===== config.mk =====
export PLATFORM = sky130hd
export DESIGN_NAME = device_bus_router
export DESIGN_NICKNAME = d
export VERILOG_FILES = /design/src/rtl/device_bus_pkg.sv /design/src/rtl/device_addr_decoder.sv /design/src/rtl/device_bus_router.sv
export SDC_FILE = /design/constraint.sdc
export NUM_CORES = 1
export LEC_CHECK = 0
export BUFFER_PORTS_ARGS = -buffer_cell sky130_fd_sc_hd__buf_2
export CAP_MARGIN = 20
export CELL_PAD_IN_SITES_DETAIL_PLACEMENT = 1
export CELL_PAD_IN_SITES_GLOBAL_PLACEMENT = 1
export CORE_ASPECT_RATIO = 1.5
export CORE_UTILIZATION = 34
export CTS_BUF_LIST = sky130_fd_sc_hd__clkbuf_4 sky130_fd_sc_hd__clkbuf_8 sky130_fd_sc_hd__clkbuf_16
export CTS_CLUSTER_SIZE = 24
export DETAILED_ROUTE_END_ITERATION = 10
export GPL_ROUTABILITY_DRIVEN = 0
export PLACE_DENSITY = 0.91
export SLEW_MARGIN = 5
export SYNTH_ARGS = -nofsm -noshare
export SYNTH_HDL_FRONTEND = slang
export SYNTH_HIERARCHICAL = 1
export SYNTH_SLANG_ARGS = --single-unit

===== constraint.sdc =====
create_clock -name clk -period 2.3 [get_ports clk]
set_input_delay 0.345 -clock clk [delete_from_list [all_inputs] [get_ports clk]]
set_output_delay 0.345 -clock clk [all_outputs]
set_load 0.05 [all_outputs]

===== src/rtl/device_bus_pkg.sv =====
// Shared types and default address map for the device bus router and its decoder.
package device_bus_pkg;

    typedef enum logic [1:0] {
        ST_IDLE,
        ST_ISSUE,
        ST_WAIT,
        ST_RESP
    } router_state_t;

    typedef enum logic [1:0] {
        TGT_UART,
        TGT_TIMER,
        TGT_NONE
    } target_t;

    localparam logic [31:0] DEF_UART_BASE  = 32'hC000_0000;
    localparam logic [31:0] DEF_UART_MASK  = 32'hFFFF_F000;
    localparam logic [31:0] DEF_TIMER_BASE = 32'hF000_0000;
    localparam logic [31:0] DEF_TIMER_MASK = 32'hFFFF_0000;
    localparam logic [31:0] DEF_ERR_DATA   = 32'hDEAD_BEEF;

    localparam int TMO_CNT_WIDTH = 16;

endpackage


===== src/rtl/device_addr_decoder.sv =====
// Combinational address-to-target decode; UART window takes precedence over timer.
module device_addr_decoder
    import device_bus_pkg::*;
#(
    parameter int                    ADDR_WIDTH = 32,
    parameter logic [ADDR_WIDTH-1:0] UART_BASE  = DEF_UART_BASE,
    parameter logic [ADDR_WIDTH-1:0] UART_MASK  = DEF_UART_MASK,
    parameter logic [ADDR_WIDTH-1:0] TIMER_BASE = DEF_TIMER_BASE,
    parameter logic [ADDR_WIDTH-1:0] TIMER_MASK = DEF_TIMER_MASK
) (
    input  logic [ADDR_WIDTH-1:0] addr_i,
    output target_t               target_o
);

    always_comb begin
        if ((addr_i & UART_MASK) == UART_BASE) begin
            target_o = TGT_UART;
        end else if ((addr_i & TIMER_MASK) == TIMER_BASE) begin
            target_o = TGT_TIMER;
        end else begin
            target_o = TGT_NONE;
        end
    end

endmodule


===== src/rtl/device_bus_router.sv =====
// Routes single-outstanding core requests to the UART or timer model, holding the
// request at the device until it answers; misses and timeouts return ERR_DATA.
//
// state    | meaning
// ---------+---------------------------------------------------------------
// ST_IDLE  | waiting for S_strobe; request and target latched on accept
// ST_ISSUE | strobe the target once its previous data_ready has dropped
// ST_WAIT  | request held at the target; timeout counter running
// ST_RESP  | one-cycle S_data_ready with S_dev2core_data valid
module device_bus_router
    import device_bus_pkg::*;
#(
    parameter int                    ADDR_WIDTH = 32,
    parameter int                    DATA_WIDTH = 32,
    parameter logic [ADDR_WIDTH-1:0] UART_BASE  = DEF_UART_BASE,
    parameter logic [ADDR_WIDTH-1:0] UART_MASK  = DEF_UART_MASK,
    parameter logic [ADDR_WIDTH-1:0] TIMER_BASE = DEF_TIMER_BASE,
    parameter logic [ADDR_WIDTH-1:0] TIMER_MASK = DEF_TIMER_MASK,
    parameter int                    TIMEOUT    = 255,
    parameter logic [DATA_WIDTH-1:0] ERR_DATA   = DEF_ERR_DATA
) (
    input  logic                      clk,
    input  logic                      rst_n,

    input  logic                      S_strobe,
    input  logic [ADDR_WIDTH-1:0]     S_addr,
    input  logic                      S_rw,
    input  logic [DATA_WIDTH/8-1:0]   S_byte_enable,
    input  logic [DATA_WIDTH-1:0]     S_core2dev_data,
    output logic                      S_data_ready,
    output logic [DATA_WIDTH-1:0]     S_dev2core_data,
    output logic                      S_busy,
    output logic                      bus_error,
    input  logic                      err_clear,

    output logic                      U_strobe,
    output logic [ADDR_WIDTH-1:0]     U_addr,
    output logic                      U_rw,
    output logic [DATA_WIDTH/8-1:0]   U_byte_enable,
    output logic [DATA_WIDTH-1:0]     U_core2dev_data,
    input  logic                      U_data_ready,
    input  logic [DATA_WIDTH-1:0]     U_dev2core_data,

    output logic                      T_strobe,
    output logic [ADDR_WIDTH-1:0]     T_addr,
    output logic                      T_rw,
    output logic [DATA_WIDTH/8-1:0]   T_byte_enable,
    output logic [DATA_WIDTH-1:0]     T_core2dev_data,
    input  logic                      T_data_ready,
    input  logic [DATA_WIDTH-1:0]     T_dev2core_data
);

    localparam int BE_WIDTH = DATA_WIDTH / 8;
    localparam logic [TMO_CNT_WIDTH-1:0] CNT_LAST = TMO_CNT_WIDTH'(TIMEOUT - 1);

    router_state_t state_q, state_d;
    target_t       tgt_q, hit_tgt;

    logic [TMO_CNT_WIDTH-1:0] cnt_q;
    logic [DATA_WIDTH-1:0]    rdata_q;
    logic                     err_q;

    logic [ADDR_WIDTH-1:0]    u_addr_q, t_addr_q;
    logic                     u_rw_q, t_rw_q;
    logic [BE_WIDTH-1:0]      u_be_q, t_be_q;
    logic [DATA_WIDTH-1:0]    u_wdata_q, t_wdata_q;

    logic                     sel_ready;
    logic [DATA_WIDTH-1:0]    sel_rdata;
    logic                     accept, timeout, err_set;

    device_addr_decoder #(
        .ADDR_WIDTH (ADDR_WIDTH),
        .UART_BASE  (UART_BASE),
        .UART_MASK  (UART_MASK),
        .TIMER_BASE (TIMER_BASE),
        .TIMER_MASK (TIMER_MASK)
    ) u_decoder (
        .addr_i   (S_addr),
        .target_o (hit_tgt)
    );

    always_comb begin
        sel_ready = 1'b0;
        sel_rdata = '0;
        case (tgt_q)
            TGT_UART: begin
                sel_ready = U_data_ready;
                sel_rdata = U_dev2core_data;
            end
            TGT_TIMER: begin
                sel_ready = T_data_ready;
                sel_rdata = T_dev2core_data;
            end
            default: ;
        endcase
    end

    assign accept  = (state_q == ST_IDLE) && S_strobe;
    assign timeout = (state_q == ST_WAIT) && (cnt_q == CNT_LAST);
    // A ready arriving in the final WAIT cycle wins over the timeout.
    assign err_set = (accept && (hit_tgt == TGT_NONE)) || (timeout && !sel_ready);

    always_ff @(posedge clk) begin
        if (!rst_n) begin
            state_q <= ST_IDLE;
        end else begin
            state_q <= state_d;
        end
    end

    always_comb begin
        state_d = state_q;
        case (state_q)
            ST_IDLE: begin
                if (S_strobe) begin
                    state_d = (hit_tgt == TGT_NONE) ? ST_RESP : ST_ISSUE;
                end
            end
            ST_ISSUE: begin
                if (!sel_ready) begin
                    state_d = ST_WAIT;
                end
            end
            ST_WAIT: begin
                if (sel_ready || timeout) begin
                    state_d = ST_RESP;
                end
            end
            ST_RESP: state_d = ST_IDLE;
            default: state_d = ST_IDLE;
        endcase
    end

    always_comb begin
        S_busy       = (state_q != ST_IDLE);
        S_data_ready = (state_q == ST_RESP);
        U_strobe     = (state_q == ST_ISSUE) && (tgt_q == TGT_UART) && !U_data_ready;
        T_strobe     = (state_q == ST_ISSUE) && (tgt_q == TGT_TIMER) && !T_data_ready;
    end

    always_ff @(posedge clk) begin
        if (!rst_n) begin
            tgt_q     <= TGT_NONE;
            cnt_q     <= '0;
            rdata_q   <= '0;
            err_q     <= 1'b0;
            u_addr_q  <= '0;
            u_rw_q    <= 1'b0;
            u_be_q    <= '0;
            u_wdata_q <= '0;
            t_addr_q  <= '0;
            t_rw_q    <= 1'b0;
            t_be_q    <= '0;
            t_wdata_q <= '0;
        end else begin
            cnt_q <= (state_q == ST_WAIT) ? cnt_q + 1'b1 : '0;

            if (accept) begin
                tgt_q <= hit_tgt;
                if (hit_tgt == TGT_UART) begin
                    u_addr_q  <= S_addr;
                    u_rw_q    <= S_rw;
                    u_be_q    <= S_byte_enable;
                    u_wdata_q <= S_core2dev_data;
                end
                if (hit_tgt == TGT_TIMER) begin
                    t_addr_q  <= S_addr;
                    t_rw_q    <= S_rw;
                    t_be_q    <= S_byte_enable;
                    t_wdata_q <= S_core2dev_data;
                end
                if (hit_tgt == TGT_NONE) begin
                    rdata_q <= ERR_DATA;
                end
            end

            if (state_q == ST_WAIT) begin
                if (sel_ready) begin
                    rdata_q <= sel_rdata;
                end else if (timeout) begin
                    rdata_q <= ERR_DATA;
                end
            end

            if (err_clear) begin
                err_q <= 1'b0;
            end else if (err_set) begin
                err_q <= 1'b1;
            end
        end
    end

    assign S_dev2core_data = rdata_q;
    assign bus_error       = err_q;

    assign U_addr          = u_addr_q;
    assign U_rw            = u_rw_q;
    assign U_byte_enable   = u_be_q;
    assign U_core2dev_data = u_wdata_q;

    assign T_addr          = t_addr_q;
    assign T_rw            = t_rw_q;
    assign T_byte_enable   = t_be_q;
    assign T_core2dev_data = t_wdata_q;

endmodule


# Word-level counts from Yosys, hierarchy flattened
# Cells that the tools add are included.
# word_totals
register_bits	191
inputBits	139
out_inout_bits	175
elab_cells	63
# classes
add_sub_neg	1
n_eq_ne	12
n_mux	14
bitwise	1
n_reduce_logical	22
# op_table
op	n
32-bit two-way mux	5
32-bit one-hot mux with 2 select lines	1
20-bit equality test, second input constant	1
16-bit by 1-bit adder with 16-bit output, second input constant	1
16-bit equality test, second input constant	1
16-bit by 8-bit equality test with 1-bit output, second input constant	1
2-bit two-way mux	6
1-bit logical AND	8
2-bit one-hot mux with 4 select lines	1
2-bit by 1-bit equality test with 1-bit output, second input constant	3
2-bit equality test, second input constant	3
2-bit logical NOT	3
2-bit inequality test, second input constant	3
2-bit AND reduction	3
1-bit logical NOT	3
3-bit AND reduction	1
1-bit logical OR	2
1-bit one-hot mux with 2 select lines	1
2-bit nonzero test	1
2-bit OR reduction	1
1-bit NOT	1

# Longest topological paths before layout
# Gate-level depths: netlist (run 1).
# logic_depth
depth_word	9
depth_mapped	10
depth_no_buf	7

# Hierarchy
# Netlist (run 1), hierarchy kept.
# by_module_without_submodules
mod	n_inst	cells_each	area_each_um2	seq_area_each_um2
device_bus_router	1	876	7362.1	3823.7
device_addr_decoder	1	11	76.3	0.0

# Least setup slack after synthesis (run 1)
# Ideal clock, no wire load.
# synth_path
kind	register -> output
from	register tgt_q[0]
to	output T_strobe
arrival_time_ns	2.058
required_ns	1.955
slack_ns	-0.103
stages_incl_launch_ff	4
path_buffers	2
path_cell_list	dfxtp_1 -> buf_6 -> clkbuf_1 -> nor3b_1
# synth_via
elab_chain_len	3
# synth_lines
item	line	text
start: declaration	device_bus_router.sv:57	target_t tgt_q, hit_tgt;
start signal: assignment	device_bus_router.sv:160	tgt_q <= hit_tgt;
2-bit by 1-bit equality test with 1-bit output	device_bus_router.sv:139	T_strobe = (state_q == ST_ISSUE) && (tgt_q == TGT_TIMER) && !T_data_ready;
1-bit logical AND (2 in a row)	device_bus_router.sv:139	
end: declaration	device_bus_router.sv:44	output logic T_strobe,
# Every way passes these cells.

# Worst setup path after layout (run 1)
# Same ends and word-level chain as after synthesis.

==> flow_metrics.env, run 1 <==
export IMPL_status="completed"
export IMPL_cts_max_path_buffers=2
export IMPL_vias=7528
export IMPL_post_cts_buffers=0
export IMPL_layout_nets=1325
export IMPL_clkSinkCount=191
export IMPL_drv_cap=0
export IMPL_met2RoutedLength_um=13940
export IMPL_grt_overflow=0
export IMPL_grt_pass1_vias=7819
export IMPL_postLayoutCellArea_um2=10030
export IMPL_synth_cell_type_count=45
export IMPL_synthArstFlopShare_pct=0
export IMPL_peakVddDrop_mv=0.5177
export IMPL_finalHoldViolations=0
export IMPL_cts_hold_buffers_added=0
export IMPL_die_w_um=122.8
export IMPL_drt_total_wl_um=26030
export IMPL_die_area_um2=22490
export IMPL_tritoncts="built"
export IMPL_cts_resized_gates=0
export IMPL_syn_area_um2=7438
export IMPL_pin_count=314
export IMPL_start_util_pct=35.04
export IMPL_cp_cell_sequence="buf_4, nor3b_2, buf_2"
export IMPL_crit_fanout=35
export IMPL_worstMarginPinSlew_ps=545.2
export IMPL_dpl_cell_area_um2=9420
export IMPL_wl_met1_um=9718
export IMPL_drt_iter0_markers=309
export IMPL_rows=65
export IMPL_antenna_left=0
export IMPL_period_needed_ps=2136
export IMPL_synth_main_ff_cell="dfxtp_1"
export IMPL_cp_arrival_ps=1790
export IMPL_firstDrtPassIters=4
export IMPL_drc=0
export IMPL_htree_levels=4
export IMPL_grt_pass1_wl_um=39930
export IMPL_rsz0062_at_grt="no"
export IMPL_cp_required_ps=1960
export IMPL_path_clk_slew_ps=70
export IMPL_grt_total_usage_pct=23.15
export IMPL_cp_end_kind="primary output"
export IMPL_dp_hpwl_um=19080
export IMPL_fin_skew_ps=10.90
export IMPL_vias_per_cell=5.149
export IMPL_cts_buffers=17
export IMPL_relSlewSlack_pct=63.57
export IMPL_worstHoldPathType="in2reg"
export IMPL_cts_root_buf="clkbuf_16"
export IMPL_core_um2=21230
export IMPL_ys_warnings_count=6
export IMPL_grt_max_degree=70
export IMPL_synthCells=887
export IMPL_crit_slowest_cell="buf_4"
export IMPL_synth_top_area_cell="dfxtp_1"
export IMPL_final_common_cell="buf_2"
export IMPL_synth_edff_count=0
export IMPL_finalMaxSlewViolations=0
export IMPL_critPathBufInv=2
export IMPL_fmax_mhz=468.2
export IMPL_netlist_area_leader_share_pct=51.40
export IMPL_fill_cells=2614
export IMPL_mostFrequentLayoutCells="buf_2 (313), nand2_1 (286), dfxtp_1 (190)"
export IMPL_synth_area_leaders="dfxtp_1 (51%), nand2_1 (14%), a21oi_1 (9.6%)"
export IMPL_grt_antenna_before_repair=4
export IMPL_drive_above_1_share_pct=32.61
export IMPL_die_h_um=183.2
export IMPL_finalSetupTns_ps=0
export IMPL_synth_nets=1033
export IMPL_syn_mean_instance_area_um2=8.386
export IMPL_clock_latency_ps=440
export IMPL_power_density_nw_per_um2=811.2
export IMPL_yosysSeqAreaShare_pct=51.40
export IMPL_start_kind="flip-flop"
export IMPL_routed_top_layer="met4"
export IMPL_area_growth_pct=34.90
export IMPL_wl_met3_um=1061
export IMPL_finalSetupViolCount=0
export IMPL_leakage_uw=0.004246
export IMPL_final_period_utilization_pct=92.85
export IMPL_cpLargestDelayFamily="buffers and inverters"
export IMPL_cpPeakStageDelay_ps=460
export IMPL_wire_per_inst_um=17.80
export IMPL_path_class="reg2out"
export IMPL_io_buffer_count=313
export IMPL_ys_ff_latch=191
==> metal layers <==
| metal | vias to the layer above | track usage (%) |
|---|---|---|
| met5 | - | 0 |
| met4 | 0 | 14.49 |
| met3 | 88 | 3.576 |
| met2 | 254 | 42.54 |
| met1 | 3578 | 24.00 |
| li1 | 3608 | - |
==> report_power, final <==
part	internal (uW)	switching, uW	leakage (uW)
Combinational	439	1090	0.00242
Clock	1780	1280	0.000280
Sequential	3460	92.7	0.00155
Total	5680	2460	0.00425
==> kinds of logic (layout without fill, tap and decap cells) <==
logic type,after synthesis,count (layout),synth area share [%]
compound gates,188,188,14.70
xor+xnor,10,10,1.178
fa+ha+maj,7,7,1.177
buf+inv,78,381,4.676
flops,191,191,51.40
mux,35,35,4.727
other cells,0,4,0
simple gates,378,378,22.14
==> through the flow <==
stage / power, uW / hold WS, ps / cells / worst slack, ps / utilization [%]
after floorplan: 4611 / 423.5 / 887 / 139.9 / -
after detailed placement: 5143 / 443.7 / 1428 / 73.14 / 44.38
after global placement: 5088 / 437.1 / 1428 / 136.8 / 44.38
after CTS: 8201 / 64.57 / 1458 / 141.5 / 47.23
after global routing: 8422 / 67.66 / 1462 / 56.76 / 47.27
final: 8140 / 89.43 / 1462 / 164.4 / 47.27
==> registers in the layout (all words and copies together) (netlist names) <==
signal           count
S_dev2core_data     32
T_addr              32
T_byte_enable        4
T_core2dev_data     32
T_rw                 1
U_addr              32
U_byte_enable        4
U_core2dev_data     32
U_rw                 1
bus_error            1
cnt_q               16
state_q              2
tgt_q                2
==> area by class of cell <==
class                      instances  area [um^2]  share of cell area [%]
sequential                       191         3825                   38.12
multi-input combinational        618         3286                   32.74
timing repair buffer             343         1942                   19.35
clock buffer                      21        467.9                   4.663
tap                              268        335.3                   3.342
clock inverter                     9        136.4                   1.359
inverter                           8        32.53                  0.3242
antenna                            4        10.01                 0.09975
==> synth_stat cells (2+ instances only) <==
library cell and count:
nand2_1 286, dfxtp_1 191, a21oi_1 143, clkbuf_1 51
mux2i_1 34, nand4_1 31, o311a_1 24, nor2_1 18
nand3_1 16, buf_2 11, o22ai_1 8, xor2_1 8
ha_1 7, inv_1 7, buf_6 5, or3_1 5
o21ai_0 4, o21ai_1 4, and4_4 2, buf_1 2
nand4b_1 2, nor3b_2 2, nor4_2 2, nor4b_1 2
xnor2_1 2
==> final timing paths <==
kind	startpoint	to	slack [ps]	depth (start not counted)
worst max-delay path	tgt_q[0]	T_strobe	160	3
worst min-delay path	err_clear	bus_error	90	2
worst max register to register	state_q[0]	S_dev2core_data[20]	330	6
worst min register to register	U_core2dev_data[25]	U_core2dev_data[25]	450	2
Power figures use the tool's default switching activity.
==> run 2: changes to the inputs <==
--- a/config.mk
+++ b/config.mk
@@ -10,14 +10,13 @@
 export CELL_PAD_IN_SITES_DETAIL_PLACEMENT = 1
 export CELL_PAD_IN_SITES_GLOBAL_PLACEMENT = 1
 export CORE_ASPECT_RATIO = 1.5
-export CORE_UTILIZATION = 34
+export CORE_UTILIZATION = 35
 export CTS_BUF_LIST = sky130_fd_sc_hd__clkbuf_4 sky130_fd_sc_hd__clkbuf_8 sky130_fd_sc_hd__clkbuf_16
 export CTS_CLUSTER_SIZE = 24
 export DETAILED_ROUTE_END_ITERATION = 10
 export GPL_ROUTABILITY_DRIVEN = 0
-export PLACE_DENSITY = 0.91
+export PLACE_DENSITY = 0.9
 export SLEW_MARGIN = 5
 export SYNTH_ARGS = -nofsm -noshare
 export SYNTH_HDL_FRONTEND = slang
-export SYNTH_HIERARCHICAL = 1
 export SYNTH_SLANG_ARGS = --single-unit
==> flow_metrics.env, run 2 <==
export IMPL_synthArstFlopShare_pct=0
export IMPL_worst_r2r_path_depth=6
export IMPL_r2r_slack_ps=180
export IMPL_synth_nets=904
export IMPL_grt_total_usage_pct=20.97
export IMPL_tritoncts="built"
export IMPL_firstDrtPassIters=4
export IMPL_yosys_top_cells_count="dfxtp_1 (191), nand2_1 (165), mux2i_1 (131), clkbuf_1 (40), nand4_1 (36)"
export IMPL_final_util_pct=47.50
export IMPL_p_seq_share_pct=43.3
export IMPL_synth_top_area_cell="dfxtp_1"
export IMPL_finalSetupViolCount=0
export IMPL_htree_levels=4
export IMPL_cp_arrival_ps=2410
export IMPL_synth_cell_type_count=45
export IMPL_worstHoldPathType="in2reg"
export IMPL_start_util_pct=35.76
export IMPL_syn_area_um2=7533
export IMPL_synthCells=758
export IMPL_mostFrequentLayoutCells="buf_2 (312), dfxtp_1 (190), nand2_1 (165)"
export IMPL_crit_fanout=32
export IMPL_ys_warnings_count=0
export IMPL_drive_above_1_share_pct=35.35
export IMPL_grt_overflow=0
export IMPL_power_density_nw_per_um2=824.2
export IMPL_cp_end_kind="flip-flop"
export IMPL_p_int_uw=5679
export IMPL_relSlewSlack_pct=63.53
export IMPL_reg2reg_to="S_dev2core_data[24]"
export IMPL_cp_required_ps=2590
export IMPL_final_period_utilization_pct=92.21
export IMPL_pin_count=314
export IMPL_antenna_left=0
export IMPL_cts_max_path_buffers=2
export IMPL_cts_hold_buffers_added=0
export IMPL_fmax_mhz=471.5
export IMPL_yosysSeqAreaShare_pct=50.76
export IMPL_leakage_uw=0.004875
export IMPL_layout_nets=1191
export IMPL_die_w_um=121.8
export IMPL_peakVddDrop_mv=0.5093
export IMPL_vias=6744
export IMPL_vias_per_cell=5.078
export IMPL_min_from="err_clear"
export IMPL_finalMaxSlewViolations=0
export IMPL_grt_max_degree=84
export IMPL_fin_cells=1328
export IMPL_drc=0
export IMPL_rsz0062_at_grt="no"
export IMPL_finalHoldViolations=0
export IMPL_power_frac_comb_pct=19.0
export IMPL_post_cts_buffers=0
export IMPL_syn_mean_instance_area_um2=9.939
export IMPL_finalSetupTns_ps=0
export IMPL_synth_area_leaders="dfxtp_1 (51%), mux2i_1 (17%), nand2_1 (8.2%)"
export IMPL_multi_input_area_um2=3421
export IMPL_ys_ff_latch=191
export IMPL_die_area_um2=22130
export IMPL_fin_skew_ps=12.94
export IMPL_rows=65
export IMPL_synth_edff_count=0
export IMPL_drt_total_wl_um=23330
export IMPL_grt_antenna_before_repair=2
export IMPL_yosysMostFrequentCell="dfxtp_1"
export IMPL_p_sw_uw=2567
export IMPL_status="completed"
export IMPL_grt_pass1_vias=6917
export IMPL_clock_latency_ps=440
export IMPL_path_clk_slew_ps=70
export IMPL_clkSinkCount=191
export IMPL_io_buffer_count=313
export IMPL_start_kind="flip-flop"
export IMPL_holdPathStages=2
export IMPL_cts_buffers=17
export IMPL_period_needed_ps=2121
export IMPL_dp_hpwl_um=17370
export IMPL_rr_startpoint="cnt_q[0]"
export IMPL_drt_iter0_markers=290
export IMPL_core_um2=21060
export IMPL_synth_main_ff_cell="dfxtp_1"
export IMPL_die_h_um=181.7
export IMPL_netlist_area_leader_share_pct=50.76
export IMPL_fill_cells=2415
export IMPL_swShare_pct=31.13
export IMPL_regArea_um2=3825
export IMPL_clockPowerShare_pct=37.8
export IMPL_path_class="reg2reg"
export IMPL_wire_per_inst_um=17.57
export IMPL_worstMarginPinSlew_ps=545.7
export IMPL_final_common_cell="buf_2"
export IMPL_area_growth_pct=32.80
export IMPL_cts_root_buf="clkbuf_16"
export IMPL_drv_cap=0
export IMPL_min_to="bus_error"
export IMPL_dp_cells=1294
export IMPL_grt_pass1_wl_um=35950
export IMPL_cts_resized_gates=0
==> run 2: cell count changes in the layout (fill, tap and decap cells not counted), moves of 5 or more <==
cell,before,now
buf_12,12,6
o32ai_1,0,8
and3_1,1,34
buf_4,18,11
a21oi_1,143,12
nand4_1,31,36
nand2_1,286,165
nand3_1,16,5
o22ai_1,8,1
o21a_1,0,6
o21ai_0,4,10
mux2i_1,34,131
==> run 2: cells by family (layout without fill, tap and decap cells) <==
| family | count (synthesis) | count (layout) | share of synthesized area, % |
|---|---|---|---|
| flops | 191 | 191 | 50.76 |
| fa+ha+maj | 7 | 7 | 1.163 |
| mux | 133 | 133 | 17.75 |
| compound gates | 71 | 71 | 7.374 |
| other cells | 0 | 2 | 0 |
| buf+inv | 68 | 368 | 4.152 |
| xor+xnor | 9 | 9 | 1.046 |
| simple gates | 279 | 279 | 17.75 |
==> run 2: metal layers <==
layer	vias to the layer above	wire length (um)	track usage [%]
met3	46	1268	5.119
met5	-	0	0
met2	230	12310	38.92
met1	3219	9018	21.61
li1	3249	-	-
met4	0	737	9.531
==> run 2: power groups by stage <==
stage / combinational (uW) / clock [uW] / sequential, uW
floorplan: 631 / 0 / 4070
global placement: 1520 / 0 / 3630
detailed placement: 1560 / 0 / 3630
CTS: 1570 / 3190 / 3570
global route: 1650 / 3310 / 3580
finish: 1560 / 3120 / 3570
==> run 2: how the worst max path moves through the flow <==
stage               slack (ps)                  end       start  cells after the start
detailed placement         140            T_addr[6]  S_addr[27]                      7
finish                     180  S_dev2core_data[24]    cnt_q[0]                      6
global route               120  S_dev2core_data[24]    cnt_q[0]                      6
global placement           220           U_addr[24]  S_addr[27]                      7
CTS                        170  S_dev2core_data[24]    cnt_q[0]                      6
floorplan                   90             U_strobe    tgt_q[0]                      3
==> run 2: critical path: stages (launching register included) <==
cell	delay, ps
dfxtp_1	350
inv_1	70
ha_1	120
or4b_4	460
nor4_4	370
a31o_4	400
o32ai_1	190
==> run 2: area by class of cell <==
| cell class | count | share of cell area (%) |
|---|---|---|
| repair buffers | 330 | 17.75 |
| diodes | 2 | 0.05002 |
| multi-input cells | 499 | 34.19 |
| inverters | 6 | 0.2251 |
| clock inverters | 14 | 1.813 |
| well taps | 268 | 3.352 |
| clock buffers | 18 | 4.390 |
| flip-flops and latches | 191 | 38.23 |
==> run 2: per-stage QoR <==
stage                     total power, uW  hold WS, ps  instance area (um^2)  worst slack, ps
after floorplan                      4702        423.5                  7538            87.96
after global placement               5155        439.6                  9379            223.2
after detailed placement             5193        449.4                  9379            144.7
after CTS                            8325        46.62                 10000            171.8
after global routing                 8541        48.59                 10000            121.1
final                                8246        69.52                 10000            179.1
